### config.mk
export PLATFORM = sky130hd
export DESIGN_NAME = program_run_sequencer
export DESIGN_NICKNAME = d
export VERILOG_FILES = /design/src/rtl/run_seq_pkg.sv /design/src/rtl/run_cycle_counter.sv /design/src/rtl/program_run_sequencer.sv
export SDC_FILE = /design/constraint.sdc
export NUM_CORES = 1
export LEC_CHECK = 0
export ABC_AREA = 1
export ABC_CLOCK_PERIOD_IN_PS = 3600
export CAP_MARGIN = 20
export CORE_MARGIN = 5
export CORE_UTILIZATION = 23
export DETAILED_ROUTE_END_ITERATION = 10
export DONT_BUFFER_PORTS = 1
export PLACE_DENSITY = 0.42
export SYNTH_ARGS = -nofsm -noshare
export SYNTH_HDL_FRONTEND = slang
export SYNTH_HIERARCHICAL = 1
export SYNTH_SLANG_ARGS = --single-unit
### constraint.sdc
create_clock -name clk -period 3.6 [get_ports clk]
set_input_delay 0.54 -clock clk [delete_from_list [all_inputs] [get_ports clk]]
set_output_delay 0.54 -clock clk [all_outputs]
set_load 0.05 [all_outputs]
### src/rtl/run_seq_pkg.sv
// Shared types and widths for the program run sequencer.
package run_seq_pkg;

    localparam int CYCLE_W = 16;
    localparam int PROG_W  = 2;

    // Sequencer states: one run request is carried from IDLE back to IDLE.
    typedef enum logic [2:0] {
        IDLE     = 3'd0,
        CORE_RST = 3'd1,
        START    = 3'd2,
        RUN      = 3'd3,
        RESP     = 3'd4
    } run_state_t;

endpackage

### src/rtl/run_cycle_counter.sv
// Run-cycle counter with synchronous clear, count enable and a terminal flag.
// The terminal flag marks the last count before the run limit is reached, so
// the sequencer stops enabling the counter there and it never wraps.
module run_cycle_counter
    import run_seq_pkg::*;
#(
    parameter logic [CYCLE_W-1:0] MAX_CYCLES = 16'd50000
) (
    input  logic               clk,
    input  logic               reset,
    input  logic               clear,
    input  logic               en,
    output logic [CYCLE_W-1:0] count,
    output logic               term
);

    localparam logic [CYCLE_W-1:0] LAST = MAX_CYCLES - 16'd1;

    logic [CYCLE_W-1:0] count_d, count_q;

    // Next count: clear has priority over enable.
    always_comb begin
        count_d = count_q;
        if (clear) begin
            count_d = '0;
        end else if (en) begin
            count_d = count_q + 16'd1;
        end
    end

    // Count register.
    always_ff @(posedge clk or posedge reset) begin
        if (reset) begin
            count_q <= '0;
        end else begin
            count_q <= count_d;
        end
    end

    assign count = count_q;
    assign term  = (count_q == LAST);

endmodule

### src/rtl/program_run_sequencer.sv
// Host-side run controller for the processor core: resets the core, starts
// it, waits for done (or a cycle limit) and returns the run-cycle count
// through a valid/ready response port.
module program_run_sequencer
    import run_seq_pkg::*;
#(
    parameter int unsigned        RESET_CYCLES = 2,
    parameter logic [CYCLE_W-1:0] MAX_CYCLES   = 16'd50000
) (
    input  logic               clk,
    input  logic               reset,
    input  logic               req_valid,
    output logic               req_ready,
    input  logic [PROG_W-1:0]  req_prog,
    output logic [PROG_W-1:0]  core_prog,
    output logic               core_reset,
    output logic               core_start,
    input  logic               core_done,
    output logic               resp_valid,
    input  logic               resp_ready,
    output logic [CYCLE_W-1:0] resp_cycles,
    output logic               resp_timeout,
    output logic               busy
);

    // Last value of the reset-cycle counter before moving to START.
    localparam logic [3:0] RST_LAST = 4'(RESET_CYCLES - 1);

    run_state_t         state_d, state_q;
    logic [3:0]         rst_cnt_d, rst_cnt_q;
    logic [PROG_W-1:0]  prog_d, prog_q;
    logic               start_d, start_q;
    logic               resp_valid_d, resp_valid_q;
    logic [CYCLE_W-1:0] cycles_d, cycles_q;
    logic               timeout_d, timeout_q;

    logic               cnt_clear;
    logic               cnt_en;
    logic [CYCLE_W-1:0] cnt;
    logic               cnt_term;

    run_cycle_counter #(
        .MAX_CYCLES (MAX_CYCLES)
    ) u_cnt (
        .clk   (clk),
        .reset (reset),
        .clear (cnt_clear),
        .en    (cnt_en),
        .count (cnt),
        .term  (cnt_term)
    );

    // Next-state and next-output decode. core_done is only looked at in RUN,
    // which masks the done level left over from the previous run.
    always_comb begin
        state_d      = state_q;
        rst_cnt_d    = rst_cnt_q;
        prog_d       = prog_q;
        start_d      = 1'b0;
        resp_valid_d = resp_valid_q;
        cycles_d     = cycles_q;
        timeout_d    = timeout_q;
        cnt_clear    = 1'b0;
        cnt_en       = 1'b0;
        case (state_q)
            IDLE: begin
                if (req_valid) begin
                    prog_d    = req_prog;
                    rst_cnt_d = '0;
                    state_d   = CORE_RST;
                end
            end
            CORE_RST: begin
                if (rst_cnt_q == RST_LAST) begin
                    start_d = 1'b1;
                    state_d = START;
                end else begin
                    rst_cnt_d = rst_cnt_q + 4'd1;
                end
            end
            START: begin
                cnt_clear = 1'b1;
                state_d   = RUN;
            end
            RUN: begin
                // done beats the timeout when both occur in the same cycle
                if (core_done) begin
                    cycles_d     = cnt;
                    timeout_d    = 1'b0;
                    resp_valid_d = 1'b1;
                    state_d      = RESP;
                end else if (cnt_term) begin
                    cycles_d     = MAX_CYCLES;
                    timeout_d    = 1'b1;
                    resp_valid_d = 1'b1;
                    state_d      = RESP;
                end else begin
                    cnt_en = 1'b1;
                end
            end
            RESP: begin
                if (resp_ready) begin
                    resp_valid_d = 1'b0;
                    state_d      = IDLE;
                end
            end
            default: begin
                state_d = IDLE;
            end
        endcase
    end

    // State, latched program, start pulse and response registers.
    always_ff @(posedge clk or posedge reset) begin
        if (reset) begin
            state_q      <= IDLE;
            rst_cnt_q    <= '0;
            prog_q       <= '0;
            start_q      <= 1'b0;
            resp_valid_q <= 1'b0;
            cycles_q     <= '0;
            timeout_q    <= 1'b0;
        end else begin
            state_q      <= state_d;
            rst_cnt_q    <= rst_cnt_d;
            prog_q       <= prog_d;
            start_q      <= start_d;
            resp_valid_q <= resp_valid_d;
            cycles_q     <= cycles_d;
            timeout_q    <= timeout_d;
        end
    end

    // The core stays in reset while this block is in reset.
    assign core_reset   = reset | (state_q == CORE_RST);
    assign req_ready    = (state_q == IDLE);
    assign busy         = (state_q != IDLE);
    assign core_prog    = prog_q;
    assign core_start   = start_q;
    assign resp_valid   = resp_valid_q;
    assign resp_cycles  = cycles_q;
    assign resp_timeout = timeout_q;

endmodule
==> impl_metrics.yaml, run 1 <==
detailed_routing:
  wl_per_cell_um: 13.93
  avgViaCountPerCell: 4.238
  detail_route.iter0.violations: 74
  route.detailed.drc: 0
  ant_nets: 0
  vias: 1691
  drt_wl_total_um: 5557
  dr.pass1.iters: 4
floorplanning:
  initial_core_util_pct: 23.23
  die-area_um2: 11810
  io-pin-count: 31
  core_area_um2: 9639
  die_x_um: 108.7
  rows: 36
  die_height_um: 108.7
global_routing:
  grtUsageTotal_pct: 10.33
  antenna_found_initial: 0
  grt_pass1_vias: 1766
  grt_pass1_wl_um: 9425
  overflow: 0
  grt_max_degree: 29
worst_setup_path:
  worstSetupPathType: "reg -> reg"
  worstReg2RegStart: "u_cnt/count[0]"
  slowest_stage: "dfrtp_1"
  worst-path-max-fanout: 6
  worstPathArrival_ns: 2.61
  slowest_delay_ns: 0.44
  cp_cell_sequence: "ha_1 > nand2_1 > nor2_1 > nand4_1 > nor4_1 > nor2_1 > nand2_1 > inv_1 > nor2_4 > inv_4 > nand2_4 > nor2_4 > o21ai_1 > a21oi_1"
  rr_worst_depth: 14
  crit_path_end_kind: "flop"
  r2r_setup_slack_ns: 1.16
  start_kind: "flop"
  reg2reg_to: "u_cnt/count[6]"
  critPathRequiredTime_ns: 3.77
  critPathLaunch: "u_cnt/count[0]"
power_and_ir_drop:
  p_sw_mw: 0.9135
  p_sw_share_pct: 48.43
  power.combinational.fraction_pct: 27.3
  p_int_mw: 0.9725
  powerDensity_nw_per_um2: 757.8
  pwr-share-seq_pct: 52.5
  total_power_mw: 1.886
  leakagePower_nw: 1.215
  irDropWorstVdd_mv: 0.4372
  p_clk_share_pct: 20.2
finish:
  drive_above_1_share_pct: 13.53
  fin_cells: 399
  fillers: 1067
  antennaDiodeCount: 0
  syn_to_final_growth_pct: 11.12
  seqCellArea_um2: 1101
  multi_input_area_um2: 979.7
  nets: 275
sta:
  max_slew_margin_pct: 44.58
  setup_tns_ns: 0
  min_period_ns: 2.440
  fin_crit_sh_pct: 67.77
  final_hold_viol_count: 0
  tightest_slew_ns: 0.8282
  finalMaxSlewViolations: 0
  setup_slack_ns: 1.160
  max_freq_mhz: 409.9
  setup_viol: 0
  finalClockSkew_ns: 0.01141
  rsz0062_at_grt: "no"
clocking:
  cts_hold_buf: 0
  clockBufferDepth: 2
  cts_root_buf: "clkbuf_8"
  cts.repair.resized: 0
  clk_pin_slew_ns: 0.09
  postCtsSetupBuffers: 0
  cts_tree: "done"
  h-tree-depth: 2
  clock_sinks: 44
  clk_latency_ns: 0.30
  cts_made_buffers: 5
place:
  gp_congestion: 0.7913
  dp.final_hpwl_um: 4211
  port_buffers: 0
  post-place-ws_ns: 1.165
  dp.cells: 391
yosys:
  synth_top_area_share_pct: 49.16
  synth_edf_count: 0
  yosys_warnings: 6
  synth.distinct_cells: 33
  ys_seq_area_share_pct: 49.16
  synth.avg_cell_area_um2: 8.614
  synth_common_cells: "58 x nand2_1, 44 x dfrtp_1, 35 x nor2_1, 31 x inv_1, 16 x nand3_1"
  synthTopCellsByArea: "dfrtp_1 49%, nand2_1 9.7%, nor2_1 5.9%"
  yosys_register_bits: 44
  synth_flop_cell: "dfrtp_1"
  synth_fp_nets: 270
  synth_most_common_cell: "nand2_1"
  syn_inst: 260
  synth_area_um2: 2240
  synth.largest_area_cell: "dfrtp_1"
  synthArstFlopShare_pct: 100.0
flow_run:
  drv_cap: 0
min_path:
  hold_class: "in -> async"
status:
  status: "complete, no violations"
kinds of logic after synthesis:
logic type | Yosys count | share of synthesized area [%]
simple gates | 140 | 29.66
flops | 44 | 49.16
buf+inv | 36 | 7.095
compound gates | 35 | 11.62
fa+ha+maj | 3 | 1.676
xor+xnor | 2 | 0.7823
metrics by stage:
step | hold WS (ns) | area, um^2 | util (%)
floorplan | 0.4537 | 2240 | -
global placement | 0.5554 | 2381 | 24.70
detailed placement | 0.5537 | 2381 | 24.70
CTS | 0.2311 | 2489 | 25.82
global route | 0.2509 | 2489 | 25.82
finish | 0.2120 | 2489 | 25.82
worst max-delay path, delay by kind of cell (launching register included):
family / cells / cell delay (ns)
AND/OR/NAND/NOR: 9 / 1.27
adder cells (fa/ha/maj): 1 / 0.23
buffers and inverters: 2 / 0.19
AO/OA/AOI/OAI: 2 / 0.17
flip-flops: 1 / 0.44
worst max-delay path by stage:
stage | endpoint | slack, ns | depth (start not counted)
detailed placement | u_cnt/count[10] | 1.17 | 16
finish | u_cnt/count[6] | 1.16 | 14
CTS | u_cnt/count[6] | 1.14 | 14
global placement | u_cnt/count[10] | 1.24 | 16
floorplan | core_reset | 1.40 | 2
global route | u_cnt/count[8] | 0.78 | 14
power by group through the flow:
stage | sequential [mW] | combinational (mW) | clock, mW
2_1_floorplan | 0.964 | 0.447 | 0
3_3_place_gp | 1.00 | 0.517 | 0
3_5_place_dp | 1.00 | 0.519 | 0
4_1_cts | 0.995 | 0.524 | 0.396
5_1_grt | 1.02 | 0.596 | 0.420
6_report | 0.990 | 0.515 | 0.381
area by class of cell:
type                    instances  share of cell area [%]
inverters                      33                   5.078
well taps                     133                   6.687
clock buffers                   6                   2.916
repair buffers                  1                  0.3017
flip-flops and latches         44                   44.24
clock inverters                 2                   1.408
multi-input cells             180                   39.37
layout by cell type (no fill, tap or decap), drive strengths merged:
master,count
a22o,10
inv,32
nand4,5
a21oi,6
dfrtp,44
o21ai,9
nor2,44
ha,3
o21bai,1
nand3,17
nor4,1
o21a,1
o211ai,1
a31oi,1
clkbuf,6
bufinv,1
nor3,5
buf,1
nand3b,3
o22a,6
clkinv,2
nor3b,1
nand2,64
xnor2,2
per-layer routing:
metal,GRT usage [%],vias to the layer above,routed length [um]
met5,0,-,0
met4,4.148,0,87
met3,2.842,7,329
met2,15.40,33,2408
met1,14.16,791,2731
li1,-,860,-
state kept, by name, indices dropped and copies added, names as in the netlist:
signal and cells:
rst_cnt_q 4, core_prog 2, state_q 3, u_cnt/count 16, resp_timeout 1, resp_cycles 16
resp_valid 1, core_start 1
(Power assumes the default switching activity.)
==> run 2: changes to the inputs <==
--- a/config.mk
+++ b/config.mk
@@ -6,7 +6,7 @@
 export NUM_CORES = 1
 export LEC_CHECK = 0
 export ABC_AREA = 1
-export ABC_CLOCK_PERIOD_IN_PS = 3600
+export ABC_CLOCK_PERIOD_IN_PS = 2500
 export CAP_MARGIN = 20
 export CORE_MARGIN = 5
 export CORE_UTILIZATION = 23
==> constraint.sdc (replaced) <==
create_clock -name clk -period 2.5 [get_ports clk]
set_input_delay 0.375 -clock clk [delete_from_list [all_inputs] [get_ports clk]]
set_output_delay 0.375 -clock clk [all_outputs]
set_load 0.05 [all_outputs]
==> run 2 against run 1 <==
Hold slack worse by 0.16 ns. Via count is 0.30% higher. Sequential cell count stayed put. Global-route usage is 0.23 points lower. Utilization is 0.95 points higher. Wire length is 0.16% higher. Critical endpoint is now u_cnt/count[8].
==> impl_metrics.yaml, run 2 (synthesis gave the netlist of run 1 again) <==
detailed_routing:
  vias: 1696
  dr.pass1.iters: 4
  wl_per_cell_um: 13.61
  ant_nets: 0
  drt_wl_total_um: 5566
  route.detailed.drc: 0
  detail_route.iter0.violations: 47
  avgViaCountPerCell: 4.147
worst_setup_path:
  worstSetupPathType: "reg -> reg"
  slowest_delay_ns: 0.41
  worst-path-max-fanout: 6
  crit_top_cell: "nand2_1"
  critPathRequiredTime_ns: 2.69
  reg2reg_to: "u_cnt/count[8]"
  worstReg2RegStart: "u_cnt/count[0]"
  crit_path_end_kind: "flop"
  cp_cell_sequence: "ha_4 > nand2_1 > nor2_2 > nand4_1 > nor4_4 > nor2_1 > nand2_1 > inv_2 > nor2_4 > inv_4 > nand4_1 > nand2_1 > nand2_1 > nor2_1"
  r2r_setup_slack_ns: 0.22
  worstPathArrival_ns: 2.47
  path_buf_inv: 2
  rr_worst_depth: 14
  slowest_stage: "dfrtp_1"
  critical_path.top_delay_family: "simple AND/OR/NAND/NOR gates"
  start_kind: "flop"
global_routing:
  grtUsageTotal_pct: 10.11
  antenna_found_initial: 0
  overflow: 0
  grt_max_degree: 29
  grt_pass1_vias: 1733
  grt_pass1_wl_um: 9246
finish:
  nets: 285
  layout_common_cells: "58 x nand2_1, 44 x dfrtp_1, 34 x nor2_1"
  drive_above_1_share_pct: 18.12
  finish.utilization_pct: 26.77
  syn_to_final_growth_pct: 15.20
  fin_cells: 409
  final_cell_area_um2: 2580
  layout_commonest_cell: "nand2_1"
  antennaDiodeCount: 0
clocking:
  cts_root_buf: "clkbuf_8"
  clock_sinks: 44
  cts_hold_buf: 0
  clockBufferDepth: 2
  clk_latency_ns: 0.30
  clk_pin_slew_ns: 0.09
  cts_tree: "done"
  cts_made_buffers: 5
  h-tree-depth: 2
power_and_ir_drop:
  leakagePower_nw: 1.252
  p_sw_share_pct: 48.92
  p_sw_mw: 1.327
  p_clk_share_pct: 17.6
  irDropWorstVdd_mv: 0.6370
  power.combinational.fraction_pct: 30.1
  powerDensity_nw_per_um2: 1051
  pwr-share-seq_pct: 52.3
  total_power_mw: 2.712
  p_int_mw: 1.385
sta:
  max_freq_mhz: 438.5
  finalMaxSlewViolations: 0
  setup_viol: 0
  min_period_ns: 2.280
  finalClockSkew_ns: 0.008143
  setup_tns_ns: 0
  tightest_slew_ns: 0.6533
  final_hold_viol_count: 0
  max_slew_margin_pct: 56.40
  fin_crit_sh_pct: 91.21
floorplanning:
  die-area_um2: 11810
  rows: 36
  core_area_um2: 9639
  io-pin-count: 31
  initial_core_util_pct: 23.23
  die_height_um: 108.7
  die_x_um: 108.7
flow_run:
  drv_cap: 0
place:
  dp.cells: 399
  placed_area_um2: 2441
  gp_congestion: 0.7549
  dp.final_hpwl_um: 4136
  port_buffers: 0
status:
  status: "complete, no violations"
min_path:
  hold_class: "in -> async"
## run 2: worst reg2reg max path: cells and delay by family, from the launching register on
family,cells,cell delay [ns]
simple gates,11,1.43
flops,1,0.41
fa+ha+maj,1,0.17
buf+inv,2,0.16
## run 2: power by group through the flow
stage | combinational [mW] | sequential, mW | clock, mW
2_1_floorplan | 0.644 | 1.39 | 0
3_3_place_gp | 0.802 | 1.44 | 0
3_5_place_dp | 0.800 | 1.44 | 0
4_1_cts | 0.809 | 1.42 | 0.502
5_1_grt | 0.916 | 1.46 | 0.534
6_report | 0.817 | 1.42 | 0.476
## run 2: worst max path at each step
stage | startpoint | to | slack, ns | depth (start not counted)
after floorplan | u_cnt/count[0] | u_cnt/count[10] | 0.35 | 16
after global placement | u_cnt/count[1] | u_cnt/count[10] | 0.19 | 16
after detailed placement | u_cnt/count[1] | u_cnt/count[10] | 0.10 | 16
after CTS | u_cnt/count[1] | u_cnt/count[8] | 0.08 | 14
after global routing | u_cnt/count[0] | u_cnt/count[10] | -0.02 | 16
final | u_cnt/count[0] | u_cnt/count[8] | 0.22 | 14
## run 2: layer usage
layer / global-route usage [%] / vias to the layer above / share of wire (%)
met2: 14.70 / 27 / 43
met5: 0 / - / 0
met4: 2.976 / 0 / 1.3
li1: - / 882 / -
met1: 14.57 / 783 / 51
met3: 2.842 / 4 / 4.9
## run 2: repair_timing
| item | 4_1_cts | 5_1_grt |
|---|---|---|
| resized for setup | 0 | 6 |
| endpoints found under the setup margin | 0 | 14 |
| buffers inserted | 0 | 2 |
## run 2: final cells by class
cell class              instances  area [um^2]
inverters                      33        126.4
repair buffers                 11        82.58
well taps                     133        166.4
clock inverters                 1        7.507
clock buffers                   7        86.33
flip-flops and latches         44         1101
multi-input cells             180         1010
fillers                      1054         7059
## run 2: stage by stage
| stage | hold slack (ns) | setup WS, ns |
|---|---|---|
| after global routing | 0.08936 | -0.01800 |
| after detailed placement | 0.3882 | 0.1013 |
| after floorplan | 0.2887 | 0.3534 |
| after CTS | 0.06313 | 0.07761 |
| after global placement | 0.4018 | 0.1850 |
| final | 0.04916 | 0.2196 |
==> RTL edit: new RTL, settings of run 1 <==
Put one more register stage on the output `resp_timeout`. The value now appears one clock later. The other outputs are not delayed to match.
--- a/src/rtl/program_run_sequencer.sv
+++ b/src/rtl/program_run_sequencer.sv
@@ -139,6 +139,8 @@
     assign core_start   = start_q;
     assign resp_valid   = resp_valid_q;
     assign resp_cycles  = cycles_q;
-    assign resp_timeout = timeout_q;
+    always_ff @(posedge clk) begin
+        resp_timeout <= timeout_q;
+    end
 
 endmodule
Formal check against the unedited RTL: no difference found for any inputs over 10 cycles, from zero or initial values and one cycle with reset high; that may be too few to reach the edited logic, so the function may still have changed.
==> RTL edit against run 1 <==
- first-iteration DRC count did not move
- sequential cell count rose by 1
- largest cell class unchanged
- synthesized area rose by 0.89%
- worst hold slack got worse by 6.0 ps
- design area fell by 0.30%
- non-clock buffer count did not move
- die area rose by 0.81%
- combinational power barely moved
- total power fell by 3.0%
- cell count rose by 0.25%
- highest routed layer unchanged
- routed wire length fell by 0.22%
- worst setup slack got worse by 44 ps
- utilization fell by 0.20 points
- synthesized cell count rose by 0.38%
==> RTL edit: results (changes against run 1) <==
Clocking
  – Clk root buf: clkbuf_8
  – Total setup buffers inserted after CTS: 0 (unchanged)
  – Post-CTS sizing: 0 (unchanged)
  – Clk slew on worst S/H paths: 80 ps
  – Worst skew pair latency: 290 ps
  – Clk buf depth: 2 (unchanged)
  – Post-CTS Hold Buffers: 0 (unchanged)
  – H-tree Lvls: 2 (unchanged)
  – TritonCTS Buffers: 5 (unchanged)

Setup path
  – R2R cell count: 16 (+2)
  – Crit path launch: u_cnt/count[0]
  – CP Class: flip-flop to flip-flop
  – Reg2reg setup slack: 1120 ps (-40 ps)
  – Worst Path Arrival: 2680 ps (+70 ps)
  – Crit path max fanout: 6 (unchanged)
  – Reg-to-Reg End: u_cnt/count[10]

GRT
  – GRT Util Overall: 0.1025 (-0.0008753)
  – First-pass GRT wire length: 9273 um (-1.6%)
  – Largest net degree at the start of global routing: 30 (+3.4%)
  – Initial antenna violation count: 0 (unchanged)
  – Number of global-route vias before repair: 1705 (-3.5%)

STA
  – Clock Skew: 9.552 ps (-1.862 ps)
  – Final setup violation count: 0 (unchanged)
  – Post-route setup TNS: 0 ps (unchanged)
  – Least-Margin Pin Slew: 927.5 ps (+99.33 ps)

Pwr
  – VDD IR-drop max: 0.4256 mV (-2.7%)
  – Leakage: 1.207 nW (-0.60%)

Logic synthesis
  – Distinct cells, synth: 34 (+3.0%)
  – YS warnings: 6 (unchanged)
  – Synth top cells by count: nand2_1 (58), dfrtp_1 (44), nor2_1 (35), inv_1 (31), nand3_1 (16)
  – Seq/Total Area, Yosys: 0.4961 (+0.004504)
  – Synthesized Nets: 271 (+0.37%)
  – Predominant post-synthesis flop cell: dfrtp_1
  – Async SR Flop Fraction: 0.9778 (-0.02222)
  – Largest cells by area after synthesis: dfrtp_1 (49%), nand2_1 (9.6%), nor2_1 (5.8%)

Worst hold path
  – Worst Hold Class: input pin to asynchronous set/reset pin

Drt
  – Routed wire length: 5545 um (-0.22%)
  – DR pass1 iterations: 5 (+1)
  – Vias/cell: 4.293 (+1.3%)
  – Initial DRC Count: 74 (unchanged)

Final layout
  – Layout cells sized above 1: 0.1273 (-0.007998)
  – Fillers: 1067 (unchanged)
  – Ant. Diodes: 0 (unchanged)
  – Final #Nets: 276 (+0.36%)

Run status
  – Status: completed

Placed design
  – Final HPWL DP: 4137 um (-1.8%)
  – GPL Wtd Cong: 0.8208 (+3.7%)
  – Port bufs: 0 (unchanged)
RTL edit: routing by layer:
layer / up-vias / GRT usage / wire [um]
met4: 0 / 0.04058 / 85
met3: 7 / 0.02783 / 418
li1: 861 / - / -
met2: 45 / 0.1439 / 2291
met1: 804 / 0.1476 / 2750
met5: - / 0 / 0
RTL edit: worst min path at each step:
stage | slack (ps) | start | to | depth (start not counted)
global route | 240 | reset | rst_cnt_q[1] | 2
finish | 210 | reset | rst_cnt_q[0] | 2
floorplan | 350 | timeout_q | resp_timeout | 0
detailed placement | 370 | timeout_q | resp_timeout | 0
CTS | 210 | reset | core_start | 2
global placement | 380 | timeout_q | resp_timeout | 0
RTL edit: cells by family after synthesis:
| kind of cell | count (synthesis) | synth area share |
|---|---|---|
| compound gates | 35 | 0.1152 |
| buf+inv | 36 | 0.07032 |
| fa+ha+maj | 3 | 0.01661 |
| simple gates | 140 | 0.2940 |
| xor+xnor | 2 | 0.007753 |
| flops | 45 | 0.4961 |
RTL edit: area by class of cell:
class	instances	area [sq um]	area share
Sequential cell	45	1121	0.4518
Timing Repair Buffer	1	7.507	0.003026
Inverter	33	126.4	0.05093
Tap cell	133	166.4	0.06707
Multi-Input combinational cell	180	979.7	0.3949
Clock buffer	8	80.08	0.03227
RTL edit: critical path, stage by stage (launching register included):
cell and delay [ps]:
dfrtp_1 430, ha_1 230, nand2_1 100, nor2_1 140, nand4_1 100, nor4_1 370
nor2_1 100, nand2_1 120, inv_1 100, nor2_4 250, inv_4 90, nand2_4 90
nor2_4 40, nand2_2 60, nand2_1 50, nand2_1 50, nor2_1 50
RTL edit: power breakdown:
| part | internal (mW) | total, mW | switching [mW] |
|---|---|---|---|
| registers | 0.623 | 1.01 | 0.387 |
| logic | 0.160 | 0.513 | 0.353 |
| clock network | 0.138 | 0.307 | 0.169 |
| total | 0.922 | 1.83 | 0.908 |
RTL edit: per-stage QoR:
stage          total power, mW  setup WS (ps)  instance area (sq um)  std cells
2_1_floorplan            1.429           1405                   2260        261
3_3_place_gp             1.545           1207                   2401        392
3_5_place_dp             1.541           1144                   2401        392
4_1_cts                  1.858           1105                   2481        400
5_1_grt                  1.969          857.6                   2481        400
6_report                 1.830           1116                   2481        400
